$ cat config.mk
export PLATFORM = sky130hd
export DESIGN_NAME = switch_conditioner_flat
export DESIGN_NICKNAME = d
export VERILOG_FILES = /design/src/rtl/switch_cond_pkg.sv /design/src/rtl/switch_conditioner_if.sv /design/src/rtl/sw_debounce_bit.sv /design/src/rtl/switch_conditioner.sv /design/src/flat_wrapper.sv
export SDC_FILE = /design/constraint.sdc
export NUM_CORES = 1
export LEC_CHECK = 0
export ABC_AREA = 0
export CORE_ASPECT_RATIO = 0.6
export CORE_MARGIN = 2
export CORE_UTILIZATION = 31
export CTS_BUF_LIST = sky130_fd_sc_hd__clkbuf_4
export DETAILED_ROUTE_END_ITERATION = 8
export GPL_TIMING_DRIVEN = 0
export PLACE_DENSITY = 0.53
export SYNTH_ARGS = -nofsm -noshare
export SYNTH_HDL_FRONTEND = slang
export SYNTH_SLANG_ARGS = --single-unit
$ cat constraint.sdc
create_clock -name clk -period 4.35 [get_ports clk]
set_input_delay 0.87 -clock clk [delete_from_list [all_inputs] [get_ports clk]]
set_output_delay 0.87 -clock clk [all_outputs]
set_load 0.01 [all_outputs]
$ cat src/rtl/switch_cond_pkg.sv
// Shared definitions for the slide-switch conditioner.
//   db_state_t              : per-bit debounce FSM state (STABLE / PENDING)
//   DEFAULT_WIDTH           : default number of switches conditioned
//   DEFAULT_DEBOUNCE_CYCLES : default stable-cycle count (10 ms at 100 MHz)
package switch_cond_pkg;

  typedef enum logic {
    STABLE  = 1'b0,
    PENDING = 1'b1
  } db_state_t;

  localparam int DEFAULT_WIDTH           = 8;
  localparam int DEFAULT_DEBOUNCE_CYCLES = 1_000_000;

endpackage

$ cat src/rtl/switch_conditioner_if.sv
// Switch bundle between the board pins / bench and the conditioner.
//   sw_raw      : raw asynchronous slide-switch levels (into conditioner)
//   sw_clean    : synchronized, debounced levels
//   sw_rise     : one-cycle pulse per bit on sw_clean 0->1
//   sw_fall     : one-cycle pulse per bit on sw_clean 1->0
//   cfg_changed : one-cycle pulse when any sw_clean bit changes
// Modports: master drives sw_raw and observes the rest; slave is the
// conditioner itself.
interface switch_conditioner_if
  import switch_cond_pkg::*;
#(
  parameter int WIDTH = DEFAULT_WIDTH
);
  logic [WIDTH-1:0] sw_raw;
  logic [WIDTH-1:0] sw_clean;
  logic [WIDTH-1:0] sw_rise;
  logic [WIDTH-1:0] sw_fall;
  logic             cfg_changed;

  modport master (
    output sw_raw,
    input  sw_clean,
    input  sw_rise,
    input  sw_fall,
    input  cfg_changed
  );

  modport slave (
    input  sw_raw,
    output sw_clean,
    output sw_rise,
    output sw_fall,
    output cfg_changed
  );
endinterface

$ cat src/rtl/sw_debounce_bit.sv
// One switch bit: two-flop synchronizer followed by a STABLE/PENDING
// debounce FSM with its own counter.
// Ports:
//   clk   : board clock
//   rst_n : asynchronous active-low reset
//   raw   : raw asynchronous switch level
//   clean : debounced level, changes only after DEBOUNCE_CYCLES agreeing
//           synchronized samples
module sw_debounce_bit
  import switch_cond_pkg::*;
#(
  parameter int DEBOUNCE_CYCLES = DEFAULT_DEBOUNCE_CYCLES
) (
  input  logic clk,
  input  logic rst_n,
  input  logic raw,
  output logic clean
);

  localparam int CW = $clog2(DEBOUNCE_CYCLES + 1);
  localparam logic [CW-1:0] CNT_LAST = CW'(DEBOUNCE_CYCLES - 1);
  localparam logic [CW-1:0] CNT_ONE  = CW'(1);

  logic          sync_p0;
  logic          sync_p1;
  db_state_t     state;
  db_state_t     state_nxt;
  logic [CW-1:0] cnt;
  logic [CW-1:0] cnt_nxt;
  logic          clean_nxt;

  // Stage p0/p1: metastability synchronizer
  always_ff @(posedge clk or negedge rst_n) begin
    if (!rst_n) begin
      sync_p0 <= 1'b0;
      sync_p1 <= 1'b0;
    end else begin
      sync_p0 <= raw;
      sync_p1 <= sync_p0;
    end
  end

  // Debounce state register
  always_ff @(posedge clk or negedge rst_n) begin
    if (!rst_n) begin
      state <= STABLE;
      cnt   <= '0;
      clean <= 1'b0;
    end else begin
      state <= state_nxt;
      cnt   <= cnt_nxt;
      clean <= clean_nxt;
    end
  end

  // The first differing cycle already counts, so entering PENDING loads 1.
  // That makes the accepted change land DEBOUNCE_CYCLES+2 edges after the
  // raw level is first sampled, and keeps cnt at most DEBOUNCE_CYCLES-1.
  always_comb begin
    state_nxt = state;
    cnt_nxt   = cnt;
    clean_nxt = clean;
    unique case (state)
      STABLE: begin
        cnt_nxt = '0;
        if (sync_p1 != clean) begin
          state_nxt = PENDING;
          cnt_nxt   = CNT_ONE;
        end
      end
      PENDING: begin
        if (sync_p1 == clean) begin
          state_nxt = STABLE;
          cnt_nxt   = '0;
        end else if (cnt == CNT_LAST) begin
          clean_nxt = sync_p1;
          state_nxt = STABLE;
          cnt_nxt   = '0;
        end else begin
          cnt_nxt = cnt + CNT_ONE;
        end
      end
      default: begin
        state_nxt = STABLE;
        cnt_nxt   = '0;
      end
    endcase
  end

endmodule

$ cat src/rtl/switch_conditioner.sv
// Slide-switch conditioner: WIDTH independent synchronize+debounce lanes
// plus change-pulse aggregation for the LED controller / clock divider.
// Ports:
//   clk   : 100 MHz board clock
//   rst_n : asynchronous active-low reset
//   bus   : switch_conditioner_if.slave (sw_raw in; sw_clean, sw_rise,
//           sw_fall, cfg_changed out)
// Build option: define SW_EDGE_PULSE_EN to generate sw_rise / sw_fall;
// otherwise both are tied to zero. cfg_changed is always generated.
module switch_conditioner
  import switch_cond_pkg::*;
#(
  parameter int WIDTH           = DEFAULT_WIDTH,
  parameter int DEBOUNCE_CYCLES = DEFAULT_DEBOUNCE_CYCLES
) (
  input  logic               clk,
  input  logic               rst_n,
  switch_conditioner_if.slave bus
);

  logic [WIDTH-1:0] clean;
  logic [WIDTH-1:0] clean_d_p0;

  // Per-bit synchronizer and debounce lanes
  for (genvar i = 0; i < WIDTH; i++) begin : g_bit
    sw_debounce_bit #(
      .DEBOUNCE_CYCLES(DEBOUNCE_CYCLES)
    ) u_bit (
      .clk  (clk),
      .rst_n(rst_n),
      .raw  (bus.sw_raw[i]),
      .clean(clean[i])
    );
  end

  // Stage p0: previous debounced value, so pulses coincide with the update
  always_ff @(posedge clk or negedge rst_n) begin
    if (!rst_n) begin
      clean_d_p0 <= '0;
    end else begin
      clean_d_p0 <= clean;
    end
  end

  assign bus.sw_clean    = clean;
  assign bus.cfg_changed = |(clean ^ clean_d_p0);

`ifdef SW_EDGE_PULSE_EN
  assign bus.sw_rise = clean & ~clean_d_p0;
  assign bus.sw_fall = ~clean & clean_d_p0;
`else
  assign bus.sw_rise = '0;
  assign bus.sw_fall = '0;
`endif

endmodule

$ cat src/flat_wrapper.sv
// flat-port wrapper written by rule: the top's interface ports become plain ports
module switch_conditioner_flat import switch_cond_pkg::*;
#(
  parameter int WIDTH           = DEFAULT_WIDTH,
  parameter int DEBOUNCE_CYCLES = DEFAULT_DEBOUNCE_CYCLES
)
  (clk, rst_n, bus_sw_raw, bus_sw_clean, bus_sw_rise, bus_sw_fall, bus_cfg_changed);
  switch_conditioner_if #(.WIDTH(WIDTH)) bus_i ();
  input  logic clk;
  input  logic rst_n;
  input wire logic [$bits(bus_i.sw_raw)-1:0] bus_sw_raw;
  output wire logic [$bits(bus_i.sw_clean)-1:0] bus_sw_clean;
  output wire logic [$bits(bus_i.sw_rise)-1:0] bus_sw_rise;
  output wire logic [$bits(bus_i.sw_fall)-1:0] bus_sw_fall;
  output wire logic [$bits(bus_i.cfg_changed)-1:0] bus_cfg_changed;
  assign bus_i.sw_raw = bus_sw_raw;
  assign bus_sw_clean = bus_i.sw_clean;
  assign bus_sw_rise = bus_i.sw_rise;
  assign bus_sw_fall = bus_i.sw_fall;
  assign bus_cfg_changed = bus_i.cfg_changed;
  switch_conditioner #(.WIDTH(WIDTH), .DEBOUNCE_CYCLES(DEBOUNCE_CYCLES)) u_core (.clk(clk), .rst_n(rst_n), .bus(bus_i));
endmodule
## Yosys cells after proc, flatten, opt, wreduce, memory -nomap -nowiden

Index checks and enable logic that the tools add are counted.

| word-level totals | value |
|---|---|
| register bits | 200 |
| output and inout port bits | 25 |
| logic and storage cells | 163 |

| cells by class | value |
|---|---|
| add/subtract/negate cells | 8 |
| eq/ne operators | 24 |
| mux-type cells | 64 |
| bitwise operators | 17 |
| reduce and logical (&&, ||, !) cells | 9 |

Operator list:

| cell | number |
|---|---|
| two-way mux 20 bit | 16 |
| case mux 20 bit (2 select lines) | 8 |
| adder 20 x 1 -> 20 bit (second input constant) | 8 |
| == test 20 bit (second input constant) | 8 |
| two-way mux 1 bit | 32 |
| AND reduction 3 bit | 8 |
| inverter 1 bit | 16 |
| case mux 1 bit (2 select lines) | 8 |
| == test 1 bit | 8 |
| != test 1 bit | 8 |
| OR reduction 8 bit | 1 |
| XOR 8 bit | 1 |

## Longest topological paths before layout

| logic depth | value |
|---|---|
| word-level depth | 4 |
| mapped depth | 7 |
| gate-level depth less buffers | 5 |

## By module

Synthesis repeated with hierarchy kept, for this count alone.

| second synthesis, totals | value |
|---|---|
| cell total of the unflattened synthesis | 948 |
| area total of the unflattened synthesis | 9,699.3 um2 |

Modules (own cells, without submodules):

| module | instances | cells each | area each (um2) |
|---|---|---|---|
| sw_debounce_bit | 8 | 114 | 1,161.1 |
| switch_conditioner | 1 | 36 | 410.4 |

## Worst setup path after synthesis

Ideal clock, no wire load.

| path | value |
|---|---|
| path kind | reg-to-reg |
| start | reg u_core.g_bit[6].u_bit.cnt[0] |
| end | reg u_core.g_bit[6].u_bit.clean |
| data arrival time | 2.030 ns |
| slack | 2.195 ns |
| cell stages (with the launch flop) | 7 |
| buffers on the path | 1 |
| cells stage by stage | dfrtp_1 > ha_1 > clkbuf_1 > inv_1 > or4_1 > nor3_1 > mux2_2 |

| on the way | value |
|---|---|
| longest elaborated chain between the ends | 2 |

RTL lines:

| element | line | text |
|---|---|---|
| start: declaration | sw_debounce_bit.sv:28 | `logic [CW-1:0] cnt;` |
| start signal: assignment | sw_debounce_bit.sv:51 | `cnt <= cnt_nxt;` |
| == test 20 bit | sw_debounce_bit.sv:75 | `end else if (cnt == CNT_LAST) begin` |
| AND reduction 3 bit (no line) | n/a |  |
| end signal: assignment | sw_debounce_bit.sv:52 | `clean <= clean_nxt;` |
| end: declaration | sw_debounce_bit.sv:17 | `output logic clean` |

Every way passes these cells.
A chain may end at the register's enable or synchronous reset.

## Final worst setup path

| path | value |
|---|---|
| start | reg u_core.g_bit[1].u_bit.clean |
| end | out bus_cfg_changed |

| on the way | value |
|---|---|
| longest elaborated chain between the ends | 2 |

RTL lines:

| element | line | text |
|---|---|---|
| start: declaration | sw_debounce_bit.sv:17 |  |
| start signal: assignment | sw_debounce_bit.sv:52 |  |
| XOR 8 bit | switch_conditioner.sv:46 | `assign bus.cfg_changed = \|(clean ^ clean_d_p0);` |
| OR reduction 8 bit | switch_conditioner.sv:46 |  |
| end: declaration | flat_wrapper.sv:15 | `output wire logic [$bits(bus_i.cfg_changed)-1:0] bus_cfg_changed;` |

Every way passes these cells.

==> out/results.txt <==
TritonCTS buffer count - 17
TritonRoute pass-1 iters - 5
internal power - 2.28 mW
Congestion Overflow GR - 0
routing usage on met2 - 16.4%
largest family of logic cells by synthesized area - simple AND/OR/NAND/NOR gates
# clock sinks - 200
Worst Path Required - 3.48 ns
CP Class - flip-flop to output port
RSZ-0062 raised after global routing - no
worst-margin pin slew - 0.809 ns
Total Routed Length - 19100 um
CTS tree - done
I/O Buffers - 18
slew margin rel. - 45.7%
most common cell after layout, fill and taps aside - dfrtp_1
share of layout cells above drive strength 1 - 8.92%
Syn. warnings - 0
Flop pwr share - 62.0%
cell chain of the critical path - xor2_1 > nor4_1 > nand2_1 > clkdlybuf4s50_1
GRT Overall Usage - 12.7%
pin count of the biggest net entering global routing - 103
mux cell area share after synthesis - 0.934%
nets - 1036
clock share of power - 33.8%
post-synthesis compound-gate area fraction - 5.82%
CTS H-tree depth - 4
Worst VDD drop - 0.000152 V
fillcell total - 3107
reg2reg start - u_core.g_bit[6].u_bit.cnt[0]
DIE AREA - 0.0326 sq mm
dpl ws - 1.50 ns
status - finished clean
Core Area - 0.0303 sq mm
RR Endpoint - u_core.g_bit[6].u_bit.cnt[9]
WP data arrival - 2.47 ns
most frequent cells in the layout - dfrtp_1 (200), nor2_1 (143), xnor2_1 (75)
period utilization - 76.9%
post-synthesis cell count - 965
Power per Cell Area - 285 mW/mm^2
Clock Skews - 0.0233 ns
initial core utilization - 31.9%
worst reg2reg setup slack - 1.68 ns
Top Ports - 35
Max-Cap Viols - 0
met3 GRT Util - 2.67%
DPL Wire Length - 13400 um
Final setup viols - 0
Post-Synth XOR/XNOR Area - 11.0%
Worst Path Max Fanout - 5
HP Class - input pin to async pin
Worst Setup Start Kind - flip-flop
number of global-route vias before repair - 6544
Hold Slack - 0.276 ns
GP Congestion - 0.798
Die Y - 141 um
GRT busiest layer - met1
remaining routing DRC violations - 0
DR WL/cell - 13.3 um
initial antenna violation count - 0
Switching Power - 0.779 mW
Final Slew Violations - 0
crit path time final - 3.34 ns
mapped cell area - 0.00965 sq mm
Final Hold Fails - 0
ys async rst share - 100%
setup bufs post-CTS - 0
Post-synth top flop - dfrtp_1
Distinct cells, synth - 48
cell area after placement - 0.0104 sq mm
clk_lat worst skew - 0.62 ns
EDFF count, synth - 0
Fmax - 299 MHz
adder-cell share of the synthesized area - 1.04%
multi-input logic area - 0.00429 sq mm
Avg Inst Size Synth - 10.0 sq um
CTS Buffer Depth - 2
DR iter-0 viols - 493
met1 Usage GRT - 20.3%
largest stage delay on the critical path - 0.51 ns
num rows - 49
Die X-Extent - 232 um
clk slew on worst S/H paths - 0.16 ns
leakage power figure - 4.12 nW
global-route wire length before repair - 33500 um
vias - 6858
register area - 0.00500 sq mm
vias per std cell - 4.77
fin worst setup slack - 1.01 ns
Comb power frac - 4.2%
root buffer cell - clkbuf_4
Post-CTS Resized - 0
Synth Area in Simple Gates - 25.1%
switch share - 25.4%
area grow syn2layout - 11.2%
Yosys reg bits - 200
Worst Setup End Kind - output port
worst reg-to-reg path cell count - 7
register area share after synthesis - 51.9%
ANT cells - 0
Design Power - 3.06 mW
CTS Hold Buffers Added - 0
Crit-path slowest cell - clkdlybuf4s50_1
antenna viol nets, final - 0
fin area - 0.0107 sq mm
[worst max-delay path by stage]
stage | start | end | slack, ns | depth (start not counted)
3_5_place_dp | u_core.g_bit[1].u_bit.clean | bus_cfg_changed | 1.50 | 4
2_1_floorplan | u_core.g_bit[6].u_bit.cnt[0] | u_core.g_bit[6].u_bit.clean | 2.19 | 6
6_report | u_core.g_bit[1].u_bit.clean | bus_cfg_changed | 1.01 | 4
5_1_grt | u_core.g_bit[1].u_bit.clean | bus_cfg_changed | 0.73 | 4
4_1_cts | u_core.g_bit[1].u_bit.clean | bus_cfg_changed | 0.75 | 4
3_3_place_gp | rst_n | u_core.g_bit[7].u_bit.cnt[11] | -6.55 | 1
[critical path, delay by kind of cell (launching register included)]
family / cells / cell delay, ns
XOR/XNOR: 1 / 0.19
buffers and inverters: 1 / 0.51
flip-flops: 1 / 0.50
AND/OR/NAND/NOR: 2 / 0.66
[through the flow]
| step | utilization (%) | setup TNS, ns | std cells |
|---|---|---|---|
| finish | 35.4 | 0 | 1439 |
| global route | 35.4 | 0 | 1439 |
| CTS | 35.4 | 0 | 1439 |
| detailed placement | 34.4 | 0 | 1407 |
| global placement | 34.3 | -1302.73 | 1406 |
| floorplan | - | 0 | 980 |
[registers in the layout, indices dropped and copies added, names as in the netlist]
register,flops
u_core.g_bit.u_bit.sync_p1,8
u_core.g_bit.u_bit.state,8
u_core.clean_d_p0,8
u_core.g_bit.u_bit.sync_p0,8
u_core.g_bit.u_bit.clean,8
u_core.g_bit.u_bit.cnt,160
[final cells by class]
class	count	share of cell area [%]
Sequential cell	200	46.7
Multi-Input combinational cell	701	40.0
Tap cell	408	4.76
Buffer	42	2.50
Timing Repair Buffer	19	1.98
Clock inverter	14	1.54
Inverter	37	1.29
Clock buffer	18	1.26
[cell families after synthesis]
family | after synthesis
AOI/OAI and AO/OA | 94
xor gates and xnor gates | 121
adders and majority gates | 8
buffers and inverters | 79
DFF | 200
muxes | 8
other | 1
and+or+nand+nor | 454
[per-layer routing]
layer,vias to the layer above,wire length (um)
met1,3278,10900
met3,19,555
li1,3484,-
met2,77,7380
met5,-,0
met4,0,251
[cells in the mapped netlist (4+ instances only)]
cell type / number / area [sq um]
nand4b_1: 4 / 35.0
nor4b_1: 6 / 52.6
nor4_1: 30 / 188
buf_4: 27 / 203
nand3_1: 46 / 230
o21ai_0: 27 / 135
xor2_1: 46 / 403
o31ai_1: 9 / 67.6
nand2_1: 52 / 195
and3_1: 10 / 62.6
nor3_1: 25 / 125
nor2_1: 143 / 537
ha_1: 8 / 100
a211oi_1: 8 / 60.1
nand4_1: 49 / 307
or3_1: 31 / 194
inv_1: 37 / 139
clkbuf_1: 13 / 48.8
mux2_2: 8 / 90.1
or4_1: 18 / 135
and4_1: 12 / 105
dfrtp_1: 200 / 5000
a21oi_1: 39 / 195
xnor2_1: 75 / 657
[power groups by stage]
stage | Clock [mW] | Sequential, mW | Combinational (mW)
final | 1.03 | 1.90 | 0.129
after global routing | 1.17 | 1.90 | 0.150
after CTS | 1.10 | 1.90 | 0.135
after detailed placement | 0 | 1.93 | 0.134
after global placement | 0 | 1.93 | 0.131
after floorplan | 0 | 1.93 | 0.0670
(Power assumes the default switching activity.)
